`config.mk`:
```
export PLATFORM = sky130hd
export DESIGN_NAME = instruction_decoder_flat
export DESIGN_NICKNAME = d
export VERILOG_FILES = /design/src/rtl/instruction_decoder_if.sv /design/src/rtl/instruction_decoder.sv /design/src/flat_wrapper.sv
export SDC_FILE = /design/constraint.sdc
export NUM_CORES = 1
export LEC_CHECK = 0
export CORE_UTILIZATION = 40
export DETAILED_ROUTE_END_ITERATION = 8
export HOLD_SLACK_MARGIN = 0.06
export PLACE_DENSITY = 0.76
export SETUP_SLACK_MARGIN = 0.2
export SYNTH_ARGS = -nofsm -noshare
export SYNTH_HDL_FRONTEND = slang
export SYNTH_SLANG_ARGS = --single-unit
```
`constraint.sdc`:
```
create_clock -name clk -period 1.8 [get_ports clk]
set_input_delay 0.18 -clock clk [delete_from_list [all_inputs] [get_ports clk]]
set_output_delay 0.18 -clock clk [all_outputs]
set_load 0.05 [all_outputs]
```
`src/rtl/instruction_decoder_if.sv`:
```
// Decode-stage bus: program-memory fetch data and ALU zero in, decoded
// data-path and sequencer controls out.
interface instruction_decoder_if;
    logic [7:0] pm_data;
    logic       r_eq_0;
    logic [7:0] ir;
    logic       jmp;
    logic       jmp_nz;
    logic [3:0] jmp_addr;
    logic       dont_jmp;
    logic [8:0] reg_en;
    logic [3:0] source_sel;
    logic       x_sel;
    logic       y_sel;
    logic [2:0] alu_func;
    logic [7:0] from_ID;

    // decoder side
    modport master (
        input  pm_data,
        input  r_eq_0,
        output ir,
        output jmp,
        output jmp_nz,
        output jmp_addr,
        output dont_jmp,
        output reg_en,
        output source_sel,
        output x_sel,
        output y_sel,
        output alu_func,
        output from_ID
    );

    // sequencer / data-path / memory side
    modport slave (
        output pm_data,
        output r_eq_0,
        input  ir,
        input  jmp,
        input  jmp_nz,
        input  jmp_addr,
        input  dont_jmp,
        input  reg_en,
        input  source_sel,
        input  x_sel,
        input  y_sel,
        input  alu_func,
        input  from_ID
    );
endinterface

```
`src/rtl/instruction_decoder.sv`:
```
// Decode stage of the 8-bit processor: instruction register, combinational
// control decode, zero flag and a saturating retired-instruction counter.
module instruction_decoder #(
    parameter logic [7:0] ALIGN_OP = 8'hD8,
    parameter int         CNT_W    = 16
) (
    input  logic                  clk,
    input  logic                  sync_reset,
    instruction_decoder_if.master bus
);

    logic [7:0]       ir_q;
    logic             z_q;
    logic [CNT_W-1:0] instr_count;
    logic [7:0]       count_lo;

    logic             is_load;
    logic             is_move;
    logic             is_alu;
    logic             is_jmp;
    logic             is_jnz;

    logic [8:0]       reg_en_d;
    logic [3:0]       source_sel_d;
    logic             x_sel_d;
    logic             y_sel_d;
    logic [2:0]       alu_func_d;
    logic             jmp_d;
    logic             jmp_nz_d;
    logic [3:0]       jmp_addr_d;

    always_ff @(posedge clk) begin
        if (sync_reset) begin
            ir_q <= 8'h00;
        end else begin
            ir_q <= bus.pm_data;
        end
    end

    assign is_load = (ir_q[7] == 1'b0);
    assign is_move = (ir_q[7:6] == 2'b10);
    assign is_alu  = (ir_q[7:5] == 3'b110) && (ir_q != ALIGN_OP);
    assign is_jmp  = (ir_q[7:4] == 4'hE);
    assign is_jnz  = (ir_q[7:4] == 4'hF);

    // The flag only follows real ALU results; align shares the ALU opcode
    // space but must leave the flag untouched.
    always_ff @(posedge clk) begin
        if (sync_reset) begin
            z_q <= 1'b0;
        end else if (is_alu) begin
            z_q <= bus.r_eq_0;
        end
    end

    always_ff @(posedge clk) begin
        if (sync_reset) begin
            instr_count <= '0;
        end else if (instr_count != {CNT_W{1'b1}}) begin
            instr_count <= instr_count + 1'b1;
        end
    end

    generate
        if (CNT_W >= 8) begin : g_cnt_wide
            assign count_lo = instr_count[7:0];
        end else begin : g_cnt_narrow
            assign count_lo = {{(8 - CNT_W){1'b0}}, instr_count};
        end
    endgenerate

    always_comb begin
        reg_en_d     = 9'h000;
        source_sel_d = 4'd0;
        x_sel_d      = 1'b0;
        y_sel_d      = 1'b0;
        alu_func_d   = 3'd0;
        jmp_d        = 1'b0;
        jmp_nz_d     = 1'b0;
        jmp_addr_d   = 4'd0;
        if (!sync_reset) begin
            if (is_load) begin
                reg_en_d     = 9'h001 << ir_q[6:4];
                source_sel_d = 4'd8;
            end else if (is_move) begin
                reg_en_d = 9'h001 << ir_q[5:3];
                // dst == src is the encoding for "move ALU result r"
                if (ir_q[5:3] == ir_q[2:0]) begin
                    source_sel_d = 4'd9;
                end else begin
                    source_sel_d = {1'b0, ir_q[2:0]};
                end
            end else if (is_alu) begin
                reg_en_d   = 9'h100;
                x_sel_d    = ir_q[4];
                y_sel_d    = ir_q[3];
                alu_func_d = ir_q[2:0];
            end else if (is_jmp) begin
                jmp_d      = 1'b1;
                jmp_addr_d = ir_q[3:0];
            end else if (is_jnz) begin
                jmp_nz_d   = 1'b1;
                jmp_addr_d = ir_q[3:0];
            end
        end
    end

    assign bus.ir         = ir_q;
    assign bus.dont_jmp   = z_q;
    assign bus.reg_en     = reg_en_d;
    assign bus.source_sel = source_sel_d;
    assign bus.x_sel      = x_sel_d;
    assign bus.y_sel      = y_sel_d;
    assign bus.alu_func   = alu_func_d;
    assign bus.jmp        = jmp_d;
    assign bus.jmp_nz     = jmp_nz_d;
    assign bus.jmp_addr   = jmp_addr_d;
    assign bus.from_ID    = sync_reset ? 8'h00 : count_lo;

    a_jmp_exclusive : assert property (@(posedge clk) !(jmp_d && jmp_nz_d));
    a_reset_quiet   : assert property (@(posedge clk) sync_reset |-> (reg_en_d == 9'h000));

endmodule

```
`src/flat_wrapper.sv`:
```
// flat-port wrapper written by rule: the top's interface ports become plain ports
module instruction_decoder_flat 
#(
    parameter logic [7:0] ALIGN_OP = 8'hD8,
    parameter int         CNT_W    = 16
)
  (clk, sync_reset, bus_pm_data, bus_r_eq_0, bus_ir, bus_jmp, bus_jmp_nz, bus_jmp_addr, bus_dont_jmp, bus_reg_en, bus_source_sel, bus_x_sel, bus_y_sel, bus_alu_func, bus_from_ID);
  instruction_decoder_if bus_i ();
  input  logic clk;
  input  logic sync_reset;
  input wire logic [$bits(bus_i.pm_data)-1:0] bus_pm_data;
  input wire logic [$bits(bus_i.r_eq_0)-1:0] bus_r_eq_0;
  output wire logic [$bits(bus_i.ir)-1:0] bus_ir;
  output wire logic [$bits(bus_i.jmp)-1:0] bus_jmp;
  output wire logic [$bits(bus_i.jmp_nz)-1:0] bus_jmp_nz;
  output wire logic [$bits(bus_i.jmp_addr)-1:0] bus_jmp_addr;
  output wire logic [$bits(bus_i.dont_jmp)-1:0] bus_dont_jmp;
  output wire logic [$bits(bus_i.reg_en)-1:0] bus_reg_en;
  output wire logic [$bits(bus_i.source_sel)-1:0] bus_source_sel;
  output wire logic [$bits(bus_i.x_sel)-1:0] bus_x_sel;
  output wire logic [$bits(bus_i.y_sel)-1:0] bus_y_sel;
  output wire logic [$bits(bus_i.alu_func)-1:0] bus_alu_func;
  output wire logic [$bits(bus_i.from_ID)-1:0] bus_from_ID;
  assign bus_i.pm_data = bus_pm_data;
  assign bus_i.r_eq_0 = bus_r_eq_0;
  assign bus_ir = bus_i.ir;
  assign bus_jmp = bus_i.jmp;
  assign bus_jmp_nz = bus_i.jmp_nz;
  assign bus_jmp_addr = bus_i.jmp_addr;
  assign bus_dont_jmp = bus_i.dont_jmp;
  assign bus_reg_en = bus_i.reg_en;
  assign bus_source_sel = bus_i.source_sel;
  assign bus_x_sel = bus_i.x_sel;
  assign bus_y_sel = bus_i.y_sel;
  assign bus_alu_func = bus_i.alu_func;
  assign bus_from_ID = bus_i.from_ID;
  instruction_decoder #(.ALIGN_OP(ALIGN_OP), .CNT_W(CNT_W)) u_core (.clk(clk), .sync_reset(sync_reset), .bus(bus_i));
endmodule
```
==> After elaboration in Yosys (flattened, before gate mapping) <==
Cells that the tools add are included.
{ "op_classes": {"shifts": 2, "add_sub_neg": 1, "mux": 38, "reduce_logical": 1, "n_eq_ne": 7} }
{ "op_table": {"columns": ["op", "n"], "rows": [
  ["4-bit 2-to-1 mux", 10],
  ["9-bit 2-to-1 mux", 4],
  ["1-bit 2-to-1 mux", 19],
  ["1-bit by 3-bit left shift with 9-bit output, first input constant", 2],
  ["16-bit by 1-bit adder with 16-bit output, second input constant", 1],
  ["16-bit != test, second input constant", 1],
  ["3-bit 2-to-1 mux", 4],
  ["4-bit == test, second input constant", 2],
  ["8-bit 2-to-1 mux", 1],
  ["8-bit != test, second input constant", 1],
  ["3-bit == test", 1],
  ["3-bit == test, second input constant", 1],
  ["2-bit == test, second input constant", 1],
  ["1-bit logical AND", 1]
]} }
{ "word_totals": {"ff_bits": 25} }

==> Logic depth before layout (Yosys ltp) <==
Gate-level depths: netlist (run 1).
{ "logic_depth": {"depth_word": 7, "depth_mapped": 5, "ltp_nobuf": 5} }

==> Worst setup path before layout (run 1) <==
OpenSTA, ideal clock, no wires.
{ "synth_path": {"path_kind": "flip-flop to output port", "from": "register u_core.ir_q[7], in the netlist u_core.bus.ir[7]", "to": "output port bus_alu_func[0]", "setup_slack_ns": -1.769, "path_buffers": 1, "required_time_ns": 1.620, "stages_incl_launch_ff": 5, "arrival_ns": 3.389, "cell_sequence": "dfxtp_1 buf_2 nand2_1 nor4_1 and2_1"} }
{ "synth_between": {"elab_chain_len": 6, "elab_cells_between_ends": 8, "cone_classes": "eq/ne (3); mux (4); reduce/logical (1)"} }
{ "synth_lines": {"columns": ["element", "line", "source"], "rows": [
  ["start: declaration", "instruction_decoder.sv:12", "logic [7:0] ir_q;"],
  ["start signal: assignment", "instruction_decoder.sv:36", "ir_q <= bus.pm_data;"],
  ["8-bit != test or 3-bit == test (tied branches)", "instruction_decoder.sv:42", "assign is_alu = (ir_q[7:5] == 3'b110) && (ir_q != ALIGN_OP);"],
  ["1-bit logical AND", "instruction_decoder.sv:42", null],
  ["3-bit 2-to-1 mux", "instruction_decoder.sv:93", "end else if (is_alu) begin"],
  ["3-bit 2-to-1 mux", "instruction_decoder.sv:85", "end else if (is_move) begin"],
  ["3-bit 2-to-1 mux (*)", "instruction_decoder.sv:82", "if (is_load) begin"],
  ["3-bit 2-to-1 mux (*)", "instruction_decoder.sv:81", "if (!sync_reset) begin"],
  ["end: declaration", "flat_wrapper.sv:22", "output wire logic [$bits(bus_i.alu_func)-1:0] bus_alu_func;"]
]} }
Every way passes the cells marked *; elsewhere a longest branch is shown, timed or not.

==> Worst setup path after layout (run 1) <==
{ "layout_path": {"from": "register u_core.ir_q[1], in the netlist u_core.bus.ir[1]", "to": "output port bus_alu_func[2]"} }
{ "layout_between": {"elab_chain_len": 6} }
{ "layout_lines": {"columns": ["element", "line"], "rows": [
  ["8-bit != test", "instruction_decoder.sv:42"],
  ["1-bit logical AND", "instruction_decoder.sv:42"],
  ["3-bit 2-to-1 mux", "instruction_decoder.sv:93"],
  ["3-bit 2-to-1 mux", "instruction_decoder.sv:85"],
  ["3-bit 2-to-1 mux", "instruction_decoder.sv:82"],
  ["3-bit 2-to-1 mux", "instruction_decoder.sv:81"]
]} }
Every way passes these cells.

==> metrics list, run 1 <==
* Area share of the largest cell type after synthesis: between 30% and 40%
- Routed wire length per instance: 17.93 microns
- The via count of the first global-routing pass came to approximately 1600.
* Slowest cell on the critical path: dfxtp_4
- Slew headroom: 65.72%
- Maximum fanout count along the critical path: 6
- In this run the standard cell core region covers around 3400 sq um.
* Capture point of the worst path: bus_alu_func[2]
- Routability congestion estimate: about 0.9
* Cell accounting for the most synthesized area: dfxtp_1
* Grt ovf: 0
- Failing checks: negative setup slack
- Number of cells on the worst reg-to-reg path: 4
- Once detail routing completed, the nets flagged for antenna violations numbered 0.
- Across all register-to-register paths, the minimum setup slack is 0.27 ns.
- Setup repair after global routing could not meet its margin everywhere.
- Across all layers, the routed design uses 1710 vias.
- Fin Clk Skew: 0.002103 ns
- Max-cap violations: 0
- The first global-routing pass estimated approximately 8000 microns of wire.
* Type of the worst setup path: flip-flop to output port
- The critical path goes through nor3_2 > and3_4 > nor4_4 > buf_4 > and2_4 > buf_12.
- Yosys printed 0 warnings.
* Power per standard cell area: between 400 and 500 nW/um^2
* Placed wire-length estimate after detailed placement: ~3200 microns
- Count of final max-slew check failures: 0
- Share of post-route cells with drive strength above 1: 50.96%
- After layout, the worst path uses 103.7% of the clock period.
* Floorplan die area: 3841 sq um
* Slew at the pin closest to its max-slew limit: roughly 0.52 ns
* Instance count of the mapped netlist: ~180
- After detailed routing, the number of remaining DRC violations is 0.
- Top area cells in the synthesized netlist: dfxtp_1 35%, nor2b_1 7.0%, and2_1 5.2%
- In this run, CTS created clock tree buffers numbering 3.
- 52 I/O pins were placed.
- Worst path max stage delay: between 0.3 and 0.4 ns
* First-pass detailed-route iteration total: 4
- Clock tree synthesis selected as its root buffer the cell clkbuf_4.
* Max rail drop VDD: 0.0003257 V
- In this run the tool buffered the top-level ports with 51 buffer cells.
* TritonCTS clock tree: done
- The netlist uses 34 different library cells.
- In this run, synthesis produced a sequential element count of 25.
* Overall power: approximately 1200 uW
- Hold violation count in the final report: 0
- Relative to the synthesized area, the layout overhead comes to 101.8%.
* Sum of routed wire length over all layers: about 5500 microns
* Number of nets in the final layout: around 270
- Nets in the synthesized netlist: slightly below 200
* H-tree levels: 1
* Pin count of the biggest net entering global routing: 38
* Category of the worst setup path capture point: output port
- The clock passes through at most 2 buffers.
* Worst hold margin: around 0.41 ns
* Worst Path Buf+Inv: 2
- Vertical extent of the die: ~62 microns
* Worst setup path startpoint: u_core.bus.ir[1]
- Clock transition time at the flip-flop clock pins of the worst setup and hold paths: 0.13 ns
- Kind of start point of the critical path: flip-flop
- In this run the horizontal extent of the chip is roughly 62 microns.
- Commonest cells after routing, fill and taps aside: 33 x buf_12, 28 x buf_4, 16 x nor2b_1, 13 x nor2_1, 12 x and2_4
- Most common library cell in the layout ignoring fill and taps: buf_12
* Top Family by Delay on Critical Path: simple AND/OR/NAND/NOR gates
- Once the floorplan was initialized, standard cells occupied a little over two fifths of the core.
- Achievable Freq: between 0.5 and 0.6 GHz
* Crit. path cell count: 6
* Status: finished, violations left
- Number of placement rows: 21
* Number of clock sinks: 25
* Detail-routed via count per cell: 5.570
* Combined area of all synthesized cells: 1439 sq um
- The initial antenna violation count is 0.
- The clock reaches the later pin of the worst-skew pair after 0.32 ns.
* Mean Syn Cell Area: ~7.9 sq um
- For this design the static power due to leakage is between 0.001 and 0.0015 uW.
- WP data arrival: ~1.7 ns
* Fillers: ~160
* Crit path required time: ~1.6 ns
- Final critical path time including I/O delays and setup: 1.866 ns
- Number of setup violations in the final report: 10
* Worst hold path type: input pin to flip-flop
* Overall Global Routing Usage: 28.69%
* Iteration-0 DRC Markers: 96
- Crit Reg-Reg Endpoint: u_core.instr_count[10]
- Setup slack on the critical path of the routed design comes to -0.06642 ns.
* Count of antenna diodes in the layout: 0
- After synthesis, flip-flops and latches occupy 34.78% of the total area.
* Beginning of the worst register-to-register path: u_core.instr_count[7]
==> routing by layer <==
layer	global-route usage, %	vias up	wire length, microns
met2	51.98	67	2899
met1	34.01	820	2184
li1	-	807	-
met5	0	-	0
met4	10.79	0	153
met3	4.141	16	268
==> state kept, by name, summed over array words and instances (netlist names) <==
register,flops
u_core.bus.ir,8
u_core.instr_count,16
u_core.bus.dont_jmp,1
==> worst min path at each step <==
stage	start	end	slack, ns	depth (start not counted)
floorplan	bus_pm_data[0]	u_core.bus.ir[0]	0.31	1
global placement	u_core.bus.dont_jmp	u_core.bus.dont_jmp	0.47	2
detailed placement	u_core.instr_count[10]	u_core.instr_count[10]	0.51	2
CTS	bus_pm_data[5]	u_core.bus.ir[5]	0.38	2
global route	bus_pm_data[5]	u_core.bus.ir[5]	0.40	2
finish	bus_pm_data[5]	u_core.bus.ir[5]	0.41	2
==> stage by stage <==
step	cell area [sq um]	setup TNS (ns)	utilization [%]	instances	setup slack [ns]
2_1_floorplan	1635	-1.112	-	182	-0.2223
3_3_place_gp	2521	0	74.38	278	0.1497
3_5_place_dp	2521	0	74.38	278	0.09822
4_1_cts	2778	-0.05761	81.95	298	-0.01343
5_1_grt	2904	-1.364	85.68	307	-0.1389
6_report	2904	-0.5061	85.68	307	-0.06642
==> power by group <==
group	leakage [uW]	internal, uW	switching [uW]
clock	0.0000150	86.9	164
combinational	0.000912	167	210
sequential	0.000215	562	29.2
total	0.00114	816	403
==> synthesized netlist by cell type <==
cell type	number
a311oi_1	2
a211oi_1	2
buf_2	1
and3_2	1
nor3b_1	2
nand3b_1	1
nor3_1	14
buf_1	1
and2_1	12
nor2_1	18
nand4_1	4
xnor2_1	2
nor4_1	4
or4_1	2
o31ai_1	3
nor4_4	1
a31oi_1	4
nand4_2	2
and3_1	6
dfxtp_1	25
or3_1	6
mux2i_1	4
ha_1	1
nand2_1	5
o21bai_1	1
o21ai_0	3
nand3_1	8
inv_1	6
nand2b_1	3
xor2_1	4
a21oi_1	11
mux2_4	1
clkbuf_1	6
nor2b_1	16
==> repair_timing <==
item	4_1_cts	5_1_grt
cloned	0	0
resized for setup	41	25
hold buffers	0	0
setup buffers	16	9
pin swaps	10	7
setup endpoints to repair	35	40
==> layout make-up <==
type                       instances  area (sq um)  area share (%)
multi-input combinational        143          1161           39.98
sequential                        25         553.0           19.04
clock buffer                       4         26.28          0.9048
timing repair buffer              83          1081           37.23
tap                               46         57.56           1.982
inverter                           6         25.02          0.8617
==> cells by family (layout without fill, tap and decap cells) <==
| family | after synthesis | count (layout) | share of synthesized area [%] |
|---|---|---|---|
| compound gates | 26 | 26 | 10.96 |
| xor+xnor | 6 | 6 | 3.652 |
| fa+ha+maj | 1 | 1 | 0.8694 |
| buf+inv | 14 | 93 | 3.738 |
| flops | 25 | 25 | 34.78 |
| mux | 5 | 5 | 3.826 |
| simple gates | 105 | 105 | 42.17 |
(Power assumes the default switching activity.)
==> inputs of run 2 (changes only) <==
--- a/config.mk
+++ b/config.mk
@@ -5,11 +5,13 @@
 export SDC_FILE = /design/constraint.sdc
 export NUM_CORES = 1
 export LEC_CHECK = 0
+export CORE_MARGIN = 3
 export CORE_UTILIZATION = 40
 export DETAILED_ROUTE_END_ITERATION = 8
 export HOLD_SLACK_MARGIN = 0.06
 export PLACE_DENSITY = 0.76
 export SETUP_SLACK_MARGIN = 0.2
+export SLEW_MARGIN = 30
 export SYNTH_ARGS = -nofsm -noshare
 export SYNTH_HDL_FRONTEND = slang
 export SYNTH_SLANG_ARGS = --single-unit
==> run 2 against run 1 <==
Net effect: non-clock buffer count increased by 1; register-to-register slack lost 0.05 ns; via count grew 2.0%; clock skew grew 0.0040 ns; the run still ends with negative setup slack left; critical endpoint is now bus_source_sel[3]; wire length rose by 5.7%; global-route usage down 7.2 points; maximum frequency is 1.4% lower; sequential power down 1%.
==> metrics list, run 2 (synthesis results as in run 1) <==
- RSZ-0062 raised after global routing: true
- The smallest clock period supported by the final layout is computed as 1.893 ns.
- The final hold violation count was 0.
- Sum of routed wire length over all layers: between 5000 and 6000 microns
* Area Growth Syn to Fin: 94.61%
- Initial antenna violation count: 0
* Reported leakage power: between 0.001 and 0.0015 uW
* Worst hold margin: 0.3776 ns
- Across all layers, the routed design uses between 1500 and 2000 vias.
- Clock latency on the worst-skew pair, taken at its later pin, is between 0.3 and 0.4 ns.
* Starting density of the core: between 40 and 50%
- The tree built by TritonCTS fans out to 25 sinks.
- For the final database, setup skew stands at 0.006104 ns.
- Cts bufs inserted: 3
- The library cells used most frequently in the layout, excluding fill and tap cells, are 32 x buf_4, 18 x dfxtp_4, 16 x nor2b_1, 16 x buf_6, 14 x nor2_1.
- The library cell used most frequently in the layout, excluding fill and tap cells, is buf_4.
- TritonCTS clock tree: done
- Horiz. Die Dim: 65.98 microns
* Category of the worst setup path capture point: output port
- At the end of routability-driven placement, the weighted congestion stood at 0.9794.
- Fillers: around 190
* Final setup margin: -0.09254 ns
- The pre-antenna-repair detailed-routing pass consisted of 4 iterations.
- Worst setup slack before clock tree synthesis: about 0.16 ns
- Number of nets still failing antenna checks after routing: 0
- CTS Hold Buffers Added: 0
* Power per standard cell area: ~430 nW/um^2
- The wire-length estimate of the detail-placed layout is between 3000 and 4000 microns.
- For the worst setup path, the data required time is 1.62 ns.
- Count of final max-slew check failures: 0
- IR analysis of the VDD net gives a maximum drop of 0.0005273 V.
- Setup violations remaining at the end of the flow were counted as 10.
- The worst setup path is of the flip-flop to output port kind.
- Count of antenna diodes in the layout: 0
* Instance count after placement with tap cells included: between 200 and 300
* Multi-input logic area: about 1200 sq um
- Slew at the pin closest to its max-slew limit: 0.5164 ns
- The tightest min-delay check is of the input pin to flip-flop type.
- Vias in the first global route: 1572
* Clock transition time at the flip-flop clock pins of the worst setup and hold paths: roughly 0.14 ns
- Based on the critical path, the design can be clocked at up to 0.5284 GHz.
* WP data arrival: roughly 1.7 ns
* DRC violations left: 0
- The total overflow left after global routing is 0.
- Failing checks: negative setup slack
* Fraction of power consumed by sequential logic: between 40% and 50%
- The region available for standard cell placement spans around 3400 sq um.
- Max-cap violations in this run came to 0.
- For this run, the post-layout net count is about 280.
- For this design the top-level I/O count stands at 52.
- Internal power: slightly below 800 uW
* Net switching component of the power: ~420 uW
- Status: finished, violations left
- The clock passes through at most 2 buffers.
- Overall Global Routing Usage: a little over a fifth
- The worst pin sits at a relative slew slack of 65.71%.
- Vertical extent of the die: between 60 and 70 microns
- The floorplan step defined a die boundary enclosing around 4400 sq um.
- In this run, the combinational gates consume 30.7% of the power.
- The register with the most flip-flops in the layout has 16 of them.
- Fraction of power spent switching nets: between 30% and 40%
* Kind of start point of the critical path: flip-flop
- Overall power: 1212 uW
- Dividing the detail-routed via count by the number of cells gives between 5 and 6.
- Number of port buffers: just over 50
* Footprint of the flip-flops and latches: roughly 570 sq um
- Maximum fanout count along the critical path: 4
* Global-route wire length before repair: around 7300 microns
- Share of the clock period used by the worst path after layout: 105.1%
* H-tree levels: 1
* Pin count of the biggest net entering global routing: 28
* Iteration-0 DRC Markers: 150
* Register ranked first by flip-flop count: u_core.instr_count
- CTS placed an instance of clkbuf_4 at the clock tree root.
* Count of non-filler cells in the finished layout: a little over 300
- The clock network is responsible for 21.1% of the overall power.
- After detailed routing, the average wire length per cell comes to around 19 microns.
- Number of placement rows: 21
- Share of post-route cells with drive strength above 1: a little under three fifths
-- run 2: power by group through the flow --
stage,clock [uW],combinational (uW),sequential (uW)
after floorplan,0,151,635
after global placement,0,255,616
after detailed placement,0,259,618
after CTS,259,305,592
after global routing,285,391,586
final,256,372,584
-- run 2: cell type report --
cell class	count	area share, %
Multi-Input combinational cell	143	43.16
Timing Repair Buffer	84	32.66
Sequential cell	25	20.33
Tap cell	46	2.055
Clock buffer	3	0.8043
Inverter	6	0.8043
Clock inverter	1	0.1787
-- run 2: routing by layer --
metal / global-route usage, % / vias up / share of wire, %
met5: 0 / - / 0
met4: 7.360 / 0 / 2.0
met3: 1.871 / 13 / 6.0
met2: 41.30 / 75 / 52
met1: 24.56 / 849 / 40
li1: - / 807 / -
-- run 2: repair_timing --
item | 4_1_cts | 5_1_grt
resized for setup | 36 | 68
setup endpoints to repair | 31 | 33
pin swaps | 11 | 19
buffers inserted | 17 | 10
-- run 2: worst max-delay path: stages (launching register included) --
cell,delay (ns)
dfxtp_4,0.38
buf_6,0.13
xor2_2,0.18
nor3_4,0.23
nand2b_1,0.14
a21oi_4,0.17
buf_12,0.15
-- run 2: path summary, 6_finish.rpt --
path	start	endpoint	slack (ns)	cells past startpoint
worst max-delay path	u_core.bus.ir[1]	bus_source_sel[3]	-0.09	6
worst min-delay path	sync_reset	u_core.instr_count[1]	0.38	3
worst max register to register	u_core.instr_count[6]	u_core.instr_count[10]	0.22	4
worst min register to register	u_core.instr_count[14]	u_core.instr_count[14]	0.52	1
-- run 2: metrics by stage --
stage / instance area (sq um) / TNS (ns) / util [%]
after CTS: 2482 / -0.08747 / 73.24
after detailed placement: 2243 / 0 / 66.19
after global placement: 2243 / 0 / 66.19
after global routing: 2800 / -1.388 / 82.61
final: 2800 / -0.5665 / 82.61
after floorplan: 1635 / -1.112 / -
